<file path="src/rtl/uart_pkg.sv">
// Shared definitions for the UART transmit arbiter: FSM encoding and byte width.
package uart_pkg;

    localparam int UART_DATA_W = 8;

    typedef enum logic [1:0] {
        ST_IDLE      = 2'd0,
        ST_SEND      = 2'd1,
        ST_WAIT_ACK  = 2'd2,
        ST_WAIT_DONE = 2'd3
    } arb_state_e;

endpackage

</file>
<file path="src/rtl/uart_tx_arbiter_rr_pick.sv">
// Combinational round-robin picker: first set request bit after ptr, wrapping mod N.
module rr_pick #(
    parameter int N     = 4,
    parameter int IDX_W = $clog2(N)
) (
    input  logic [N-1:0]     req,
    input  logic [IDX_W-1:0] ptr,
    output logic [N-1:0]     onehot,
    output logic [IDX_W-1:0] idx,
    output logic             any
);

    logic [IDX_W-1:0] cand_s;
    logic             hit_s;

    // Scan ptr+1, ptr+2, .. ptr+N; the first hit wins, later hits are masked by 'any'.
    always_comb begin
        onehot = '0;
        idx    = '0;
        any    = 1'b0;
        cand_s = '0;
        hit_s  = 1'b0;
        for (int k = 1; k <= N; k++) begin
            cand_s         = IDX_W'((int'(ptr) + k) % N);
            hit_s          = !any && req[cand_s];
            onehot[cand_s] = onehot[cand_s] | hit_s;
            idx            = hit_s ? cand_s : idx;
            any            = any | hit_s;
        end
    end

endmodule

</file>
<file path="src/rtl/uart_tx_arbiter.sv">
// Message-granular round-robin arbiter sharing one start/busy byte transmitter,
// with a watchdog on the transmitter's busy acknowledge.
module uart_tx_arbiter
    import uart_pkg::*;
#(
    parameter int N_REQ   = 4,
    parameter int ACK_TMO = 16
) (
    input  logic                         clkin,
    input  logic                         rst_n,
    input  logic [N_REQ-1:0]             req_valid,
    input  logic [UART_DATA_W*N_REQ-1:0] req_data,
    input  logic [N_REQ-1:0]             req_last,
    output logic [N_REQ-1:0]             req_ready,
    output logic [N_REQ-1:0]             grant,
    output logic                         tx_start,
    output logic [UART_DATA_W-1:0]       tx_data,
    input  logic                         tx_busy,
    output logic                         err_tmo
);

    localparam int IDX_W = $clog2(N_REQ);
    localparam int TMO_W = $clog2(ACK_TMO + 1);
    localparam logic [TMO_W-1:0] TMO_LAST = TMO_W'(ACK_TMO - 1);

    arb_state_e             state_r,     state_nxt_s;
    logic [N_REQ-1:0]       grant_r,     grant_nxt_s;
    logic [IDX_W-1:0]       owner_r,     owner_nxt_s;
    logic [IDX_W-1:0]       rr_ptr_r,    rr_ptr_nxt_s;
    logic [TMO_W-1:0]       tmo_cnt_r,   tmo_cnt_nxt_s;
    logic [UART_DATA_W-1:0] tx_data_r,   tx_data_nxt_s;
    logic                   last_r,      last_nxt_s;
    logic [N_REQ-1:0]       req_ready_r, req_ready_nxt_s;
    logic                   tx_start_r,  tx_start_nxt_s;
    logic                   err_tmo_r,   err_tmo_nxt_s;

    logic [N_REQ-1:0]       pick_onehot_s;
    logic [IDX_W-1:0]       pick_idx_s;
    logic                   pick_any_s;
    logic [UART_DATA_W-1:0] owner_byte_s;
    logic                   owner_valid_s;
    logic                   owner_last_s;

    rr_pick #(
        .N     (N_REQ),
        .IDX_W (IDX_W)
    ) u_pick (
        .req    (req_valid),
        .ptr    (rr_ptr_r),
        .onehot (pick_onehot_s),
        .idx    (pick_idx_s),
        .any    (pick_any_s)
    );

    assign owner_valid_s = req_valid[owner_r];
    assign owner_last_s  = req_last[owner_r];

    // Byte lane of the current owner.
    always_comb begin
        owner_byte_s = '0;
        for (int i = 0; i < N_REQ; i++) begin
            owner_byte_s = (owner_r == IDX_W'(i)) ? req_data[i*UART_DATA_W +: UART_DATA_W]
                                                  : owner_byte_s;
        end
    end

    // Next-state and registered-output decode; pulses default low every cycle.
    always_comb begin
        state_nxt_s     = state_r;
        grant_nxt_s     = grant_r;
        owner_nxt_s     = owner_r;
        rr_ptr_nxt_s    = rr_ptr_r;
        tmo_cnt_nxt_s   = tmo_cnt_r;
        tx_data_nxt_s   = tx_data_r;
        last_nxt_s      = last_r;
        req_ready_nxt_s = '0;
        tx_start_nxt_s  = 1'b0;
        err_tmo_nxt_s   = 1'b0;
        case (state_r)
            ST_IDLE: begin
                if (pick_any_s) begin
                    grant_nxt_s = pick_onehot_s;
                    owner_nxt_s = pick_idx_s;
                    state_nxt_s = ST_SEND;
                end else begin
                    state_nxt_s = ST_IDLE;
                end
            end
            ST_SEND: begin
                if (owner_valid_s) begin
                    req_ready_nxt_s = grant_r;
                    tx_start_nxt_s  = 1'b1;
                    tx_data_nxt_s   = owner_byte_s;
                    last_nxt_s      = owner_last_s;
                    tmo_cnt_nxt_s   = '0;
                    state_nxt_s     = ST_WAIT_ACK;
                end else begin
                    // Owner walked away mid-message: release and demote it.
                    rr_ptr_nxt_s = owner_r;
                    grant_nxt_s  = '0;
                    state_nxt_s  = ST_IDLE;
                end
            end
            ST_WAIT_ACK: begin
                if (tx_busy) begin
                    state_nxt_s = ST_WAIT_DONE;
                end else if (tmo_cnt_r == TMO_LAST) begin
                    err_tmo_nxt_s = 1'b1;
                    rr_ptr_nxt_s  = owner_r;
                    grant_nxt_s   = '0;
                    state_nxt_s   = ST_IDLE;
                end else begin
                    tmo_cnt_nxt_s = tmo_cnt_r + TMO_W'(1);
                end
            end
            ST_WAIT_DONE: begin
                if (tx_busy) begin
                    state_nxt_s = ST_WAIT_DONE;
                end else if (last_r) begin
                    rr_ptr_nxt_s = owner_r;
                    grant_nxt_s  = '0;
                    state_nxt_s  = ST_IDLE;
                end else begin
                    state_nxt_s = ST_SEND;
                end
            end
            default: begin
                grant_nxt_s = '0;
                state_nxt_s = ST_IDLE;
            end
        endcase
    end

    // State and output registers with synchronous active-low reset.
    always_ff @(posedge clkin) begin
        if (!rst_n) begin
            state_r     <= ST_IDLE;
            grant_r     <= '0;
            owner_r     <= '0;
            rr_ptr_r    <= IDX_W'(N_REQ - 1);
            tmo_cnt_r   <= '0;
            tx_data_r   <= '0;
            last_r      <= 1'b0;
            req_ready_r <= '0;
            tx_start_r  <= 1'b0;
            err_tmo_r   <= 1'b0;
        end else begin
            state_r     <= state_nxt_s;
            grant_r     <= grant_nxt_s;
            owner_r     <= owner_nxt_s;
            rr_ptr_r    <= rr_ptr_nxt_s;
            tmo_cnt_r   <= tmo_cnt_nxt_s;
            tx_data_r   <= tx_data_nxt_s;
            last_r      <= last_nxt_s;
            req_ready_r <= req_ready_nxt_s;
            tx_start_r  <= tx_start_nxt_s;
            err_tmo_r   <= err_tmo_nxt_s;
        end
    end

    assign grant     = grant_r;
    assign req_ready = req_ready_r;
    assign tx_start  = tx_start_r;
    assign tx_data   = tx_data_r;
    assign err_tmo   = err_tmo_r;

endmodule

</file>
<file path="config.mk">
export PLATFORM = sky130hd
export DESIGN_NAME = uart_tx_arbiter
export DESIGN_NICKNAME = d
export VERILOG_FILES = /design/src/rtl/uart_pkg.sv /design/src/rtl/uart_tx_arbiter_rr_pick.sv /design/src/rtl/uart_tx_arbiter.sv
export SDC_FILE = /design/constraint.sdc
export NUM_CORES = 1
export LEC_CHECK = 0
export ABC_AREA = 0
export BUFFER_PORTS_ARGS = -buffer_cell sky130_fd_sc_hd__buf_4
export CAP_MARGIN = 0
export CORE_ASPECT_RATIO = 0.9
export CORE_UTILIZATION = 52
export DETAILED_ROUTE_END_ITERATION = 6
export PLACE_DENSITY = 0.8
export SYNTH_ARGS = -nofsm -noshare
export SYNTH_HDL_FRONTEND = slang
export SYNTH_SLANG_ARGS = --single-unit
</file>
<file path="constraint.sdc">
create_clock -name clkin -period 4.55 [get_ports clkin]
set_input_delay 0.6825 -clock clkin [delete_from_list [all_inputs] [get_ports clkin]]
set_output_delay 0.6825 -clock clkin [all_outputs]
set_load 0.03 [all_outputs]
</file>
# --- Word-level counts from Yosys, hierarchy flattened ---
# Index checks and enable logic that the tools add are counted.
classes:
  magnitude_cmp: 9
  shifts: 0
  reduce_logical: 21
  mul: 0
  n_mux: 65
  eq_ne: 16
  n_bitwise: 10
  add_sub_neg: 5
  div: 0
ops:
  columns: ["op", "count"]
  rows:
  - ["$mux W8", 4]
  - ["$mux W2", 13]
  - ["$mux W4", 6]
  - ["$bmux W1 S2", 10]
  - ["$mux W1", 18]
  - ["$ne A2 B2 Y1 const B", 8]
  - ["$pmux W4 S4", 1]
  - ["$lt A2 B3 Y1 const B", 5]
  - ["$mux W5", 3]
  - ["$bwmux W4", 3]
  - ["$pmux W5 S2", 1]
  - ["$demux W1 S2", 4]
  - ["$eq A2 B2 Y1 const B", 4]
  - ["$ge A2 B1 Y1 const B", 4]
  - ["$pmux W2 S4", 1]
  - ["$logic_and A1 B1 Y1", 7]
  - ["$or A1 B1 Y1", 7]
  - ["$pmux W2 S3", 1]
  - ["$reduce_and A2 Y1", 3]
  - ["$reduce_and A6 Y1", 1]
  - ["$add A5 B1 Y5 const B", 1]
  - ["$eq A5 B4 Y1 const B", 1]
  - ["$reduce_and A5 Y1", 1]
  - ["$add A2 B1 Y2 const B", 2]
  - ["11 further kinds", 17]
totals:
  out_inout_bits: 18
  inputBits: 43
  ff_bits: 30
  word_cells: 136
  n_memories: 0
  mem_bits_rw: 0
  latchBits: 0
  rom_bits: 0

# --- Depth between registers and ports, before layout ---
depth:
  ltp_word: 20
  ltp_mapped: 12
  ltp_nobuf: 9

# --- Modules after synthesis ---
# Synthesis repeated with hierarchy kept, for this count alone.
hier_totals:
  hier_cells: 247
  area_unflattened_um2: 2254.7
modules_own_cells:
  columns: ["module", "cells_per_inst", "n_inst", "area_each_um2"]
  rows:
  - ["uart_tx_arbiter", 150, 1, 1471.4]
  - ["rr_pick", 97, 1, 783.3]

# --- Worst setup path before layout ---
# OpenSTA, ideal clock, no wires.
synth_path:
  path_type: "register to register"
  start: "register rr_ptr_r[0]"
  end: "register grant_r[3] (netlist: grant[3])"
  path_stages_with_launch: 12
  period_less_slack_ps: 3294
  setup_ps: 122
  path_slack_ps: 1256
  t_arrival_ps: 3172
  cell_sequence: "dfxtp_1 > clkbuf_1 > inv_1 > ha_1 > buf_6 > mux4_2 > mux2_4 > a2111oi_4 > a211o_1 > a211o_2 > nand4_2 > a221o_1"
synth_via:
  elab_chain_len: 20
synth_lines:
  columns: ["element", "line_no", "text"]
  rows:
  - ["from (decl)", "uart_tx_arbiter.sv:29", "logic [IDX_W-1:0] rr_ptr_r, rr_ptr_nxt_s;"]
  - ["from (signal assigned)", "uart_tx_arbiter.sv:140", "rr_ptr_r <= IDX_W'(N_REQ - 1);"]
  - ["from (signal assigned)", "uart_tx_arbiter.sv:151", "rr_ptr_r <= rr_ptr_nxt_s;"]
  - ["$add A2 B1 Y2", "uart_tx_arbiter_rr_pick.sv:24", "cand_s = IDX_W'((int'(ptr) + k) % N);"]
  - ["$lt A2 B3 Y1 (not written as such) / $ge A2 B1 Y1 (equally long branches)", "uart_tx_arbiter_rr_pick.sv:26", "onehot[cand_s] = onehot[cand_s] | hit_s;"]
  - ["$logic_and A1 B1 Y1 (not written as such)", "uart_tx_arbiter_rr_pick.sv:26", null]
  - ["$mux W1 (not written as such)", "uart_tx_arbiter_rr_pick.sv:26", null]
  - ["$demux W1 S2", null, null]
  - ["$and A4 B4 Y4 (no line)", null, null]
  - ["$bmux W1 S2", "uart_tx_arbiter_rr_pick.sv:26", null]
  - ["$mux W1 (not written as such)", "uart_tx_arbiter_rr_pick.sv:26", null]
  - ["[... 4 more ...]", null, null]
  - ["$or A1 B1 Y1", "uart_tx_arbiter_rr_pick.sv:26", null]
  - ["$bwmux W4", "uart_tx_arbiter_rr_pick.sv:26", null]
  - ["$bmux W1 S2", "uart_tx_arbiter_rr_pick.sv:26", null]
  - ["$mux W1 (not written as such)", "uart_tx_arbiter_rr_pick.sv:26", null]
  - ["$or A1 B1 Y1", "uart_tx_arbiter_rr_pick.sv:26", null]
  - ["$bwmux W4", "uart_tx_arbiter_rr_pick.sv:26", null]
  - ["$mux W4", "uart_tx_arbiter.sv:81", "if (pick_any_s) begin"]
  - ["$pmux W4 S4", "uart_tx_arbiter.sv:79", "case (state_r)"]
  - ["to (signal assigned)", "uart_tx_arbiter.sv:149", "grant_r <= grant_nxt_s;"]
  - ["to (decl)", "uart_tx_arbiter.sv:27", "logic [N_REQ-1:0] grant_r, grant_nxt_s;"]
# Parallel ways exist; a longest one is shown, timed or not. The select of a mux whose other input is x is not followed.
# A chain may end at the register's enable or synchronous reset.

# --- Worst setup path in the final report ---
layout_path:
  start: "register rr_ptr_r[0]"
  end: "register grant_r[2] (netlist: grant[2])"
# Same word-level chain as after synthesis.

==> impl_metrics.yaml <==
logic_synthesis:
  syn_inst: 225
  synth.ff_latch_count: 30
  synth-seq-area-share: 0.283
  ys.flop_type: "dfxtp_1"
  yosysWarnings: 0
  synth_async_sr_flop_share: 0
  synth.distinct_cells: 55
  post-synth-top-count-cell: "dfxtp_1"
  yosysTopAreaCell: "dfxtp_1"
  synth.top_cells.by_count: "dfxtp_1, nor2_1"
  syn_avg_cell_area_um2: 9.43
  synth-edff-count: 0
  synth_top_area_frac: 0.283
  synthesis.area_um2: 2120
  synthTopCellsByArea: "dfxtp_1, mux4_2, mux2i_1"
  syn_nets: 274
worst_hold_path:
  hold_path_class: "flip-flop to flip-flop"
cells_and_area:
  stdcell_count: 320
  fin_nets: 322
  synthToLayoutAreaGrowth_pct: 24.6
  antenna_cells: 0
  drive_above_1_share: 0.339
  finish.instance_area_um2: 2650
run_status:
  status: "finished clean"
cts:
  cts_tree: "built"
  clock_latency_ns: 0.28
  path_clk_slew_ns: 0.07
  cts.sinks: 30
  cts_max_level: 2
  clockRootBuffer: "clkbuf_8"
  cts.repair.resized: 0
  hold_buffers: 0
  cts_buffers: 5
  cts_buffer_depth: 2
  cts_setup_buffers: 0
die:
  die_h_um: 62.6
  die_x_um: 69.3
  core-area_um2: 3810
  row_count: 21
  io_pins: 61
  dieArea_um2: 4340
  start_util: 0.557
power_and_ir_drop:
  irDropWorstVdd_mv: 0.242
  p_leak_uw: 0.00114
  power_density_nw_per_um2: 441
detailed_routing:
  viasPerCell: 6.07
  vias: 1941
  dr.pass1.iters: 4
  wirelength_um: 5020
  drtIter0Drc: 147
  routedWlPerCell_um: 15.7
  postRouteAntennaNets: 0
  drc: 0
global_routing:
  antenna_found_initial: 0
  grt_pass1_wl_um: 8470
  grt_max_degree: 26
  grtUsageTotal: 0.244
  grt_pass1_vias: 1868
  gr-total-overflow: 0
sta:
  period_minus_slack_ns: 3.57
  finalSetupTns_ns: 0
  tightest_slew_ns: 0.742
  holdWs_ns: 0.494
  rsz0062_at_grt: "false"
  max_slew_margin: 0.505
  setup_viol: 0
  max_clock_freq_mhz: 280
  hold_viol: 0
  skew_ns: 0.00512
  min_period_over_period: 0.786
  final_max_slew_viol_count: 0
setup_path:
  worst-path-max-fanout: 25
  setup.worst_path.end_class: "flip-flop"
  crit_slowest_cell: "mux4_2"
  critical_path_required_ns: 4.73
  critical-path-max-stage-delay_ns: 0.69
  start_kind: "flip-flop"
  crit_type: "flip-flop to flip-flop"
  critPathArrivalTime_ns: 3.75
  crit_chain: "buf_4 -> inv_1 -> ha_1 -> mux4_2 -> mux2_4 -> a2111oi_1 -> a2111oi_0 -> a21o_1 -> a31o_1"
placement:
  dpl.cell_count: 312
  dp_hpwl_um: 3690
  placed_area_um2: 2550
  gp_congestion: 0.833
  portBuffers: 60
run:
  cap_violations: 0
[where the power goes]
part / internal (uW) / total (uW) / switching [uW] / leakage (uW)
Combinational: 270 / 580 / 310 / 0.000852
Clock: 121 / 226 / 104 / 0.0000472
Sequential: 304 / 361 / 57.2 / 0.000244
[registers in the layout (all words and copies together), names as in the netlist]
register / count
err_tmo: 1
grant: 4
last_r: 1
owner_r: 2
req_ready: 4
rr_ptr_r: 2
state_r: 2
tmo_cnt_r: 5
tx_data: 8
tx_start: 1
[layout by cell type, fill, tap and decap left out, drive strengths merged, types with 2 or more instances in the layout]
master,Yosys,layout
inv,9,9
nand2b,2,2
mux2,2,2
and2,2,2
clkbuf,14,6
a41o,2,2
xor2,2,2
buf,6,61
nor3,3,3
and3,7,7
a211o,2,2
nand4,2,2
a31o,2,2
nand2,14,14
nor2,29,29
a211oi,4,4
nor3b,2,2
a21o,3,3
dfxtp,30,30
mux4,14,14
a221oi,4,4
xnor2,2,2
o21ai,6,6
a21oi,11,11
ha,6,6
or2,2,2
mux2i,14,14
o211ai,5,5
nor2b,2,2
a2111oi,7,7
[critical path, delay by kind of cell, from the launching register on]
family | cells | cell delay (ns)
adders and majority gates | 1 | 0.49
buffers and inverters | 2 | 0.49
muxes | 2 | 1.10
AOI/OAI and AO/OA | 4 | 1.08
DFF | 1 | 0.31
[path summary, 6_finish.rpt]
path | start | slack [ns] | cells after the start | end
min reg2reg | tmo_cnt_r[4] | 0.49 | 2 | tmo_cnt_r[4]
max | rr_ptr_r[0] | 0.98 | 9 | grant[2]
max reg2reg | rr_ptr_r[0] | 0.98 | 9 | grant[2]
min | tmo_cnt_r[4] | 0.49 | 2 | tmo_cnt_r[4]
[through the flow]
step,worst slack [ns],power (uW),utilization
3_3_place_gp,1.12,932,0.669
5_1_grt,0.775,1240,0.694
3_5_place_dp,1.01,940,0.669
6_report,0.975,1170,0.694
2_1_floorplan,1.26,808,-
4_1_cts,1.00,1170,0.694
[cell type report]
type,count,area [um^2]
Clock buffer,6,82.6
Clock inverter,2,12.5
Fill cell,293,1160
Inverter,9,33.8
Multi-Input combinational cell,166,1400
Sequential cell,30,601
Tap cell,46,57.6
Timing Repair Buffer,61,458
[metal layers]
metal / vias up / track usage / part of all wire
met3: 5 / 0.0468 / 0.059
met4: 0 / 0.0740 / 0.010
li1: 942 / - / -
met2: 72 / 0.416 / 0.51
met1: 922 / 0.314 / 0.42
met5: - / 0 / 0
[logic make-up after synthesis]
family | after synthesis | share of synthesized area
xor gates and xnor gates | 4 | 0.0165
buffers and inverters | 29 | 0.0572
muxes | 30 | 0.227
adders and majority gates | 6 | 0.0354
and+or+nand+nor | 72 | 0.170
DFF | 30 | 0.283
AOI/OAI and AO/OA | 54 | 0.211
Power figures use the tool's default switching activity.
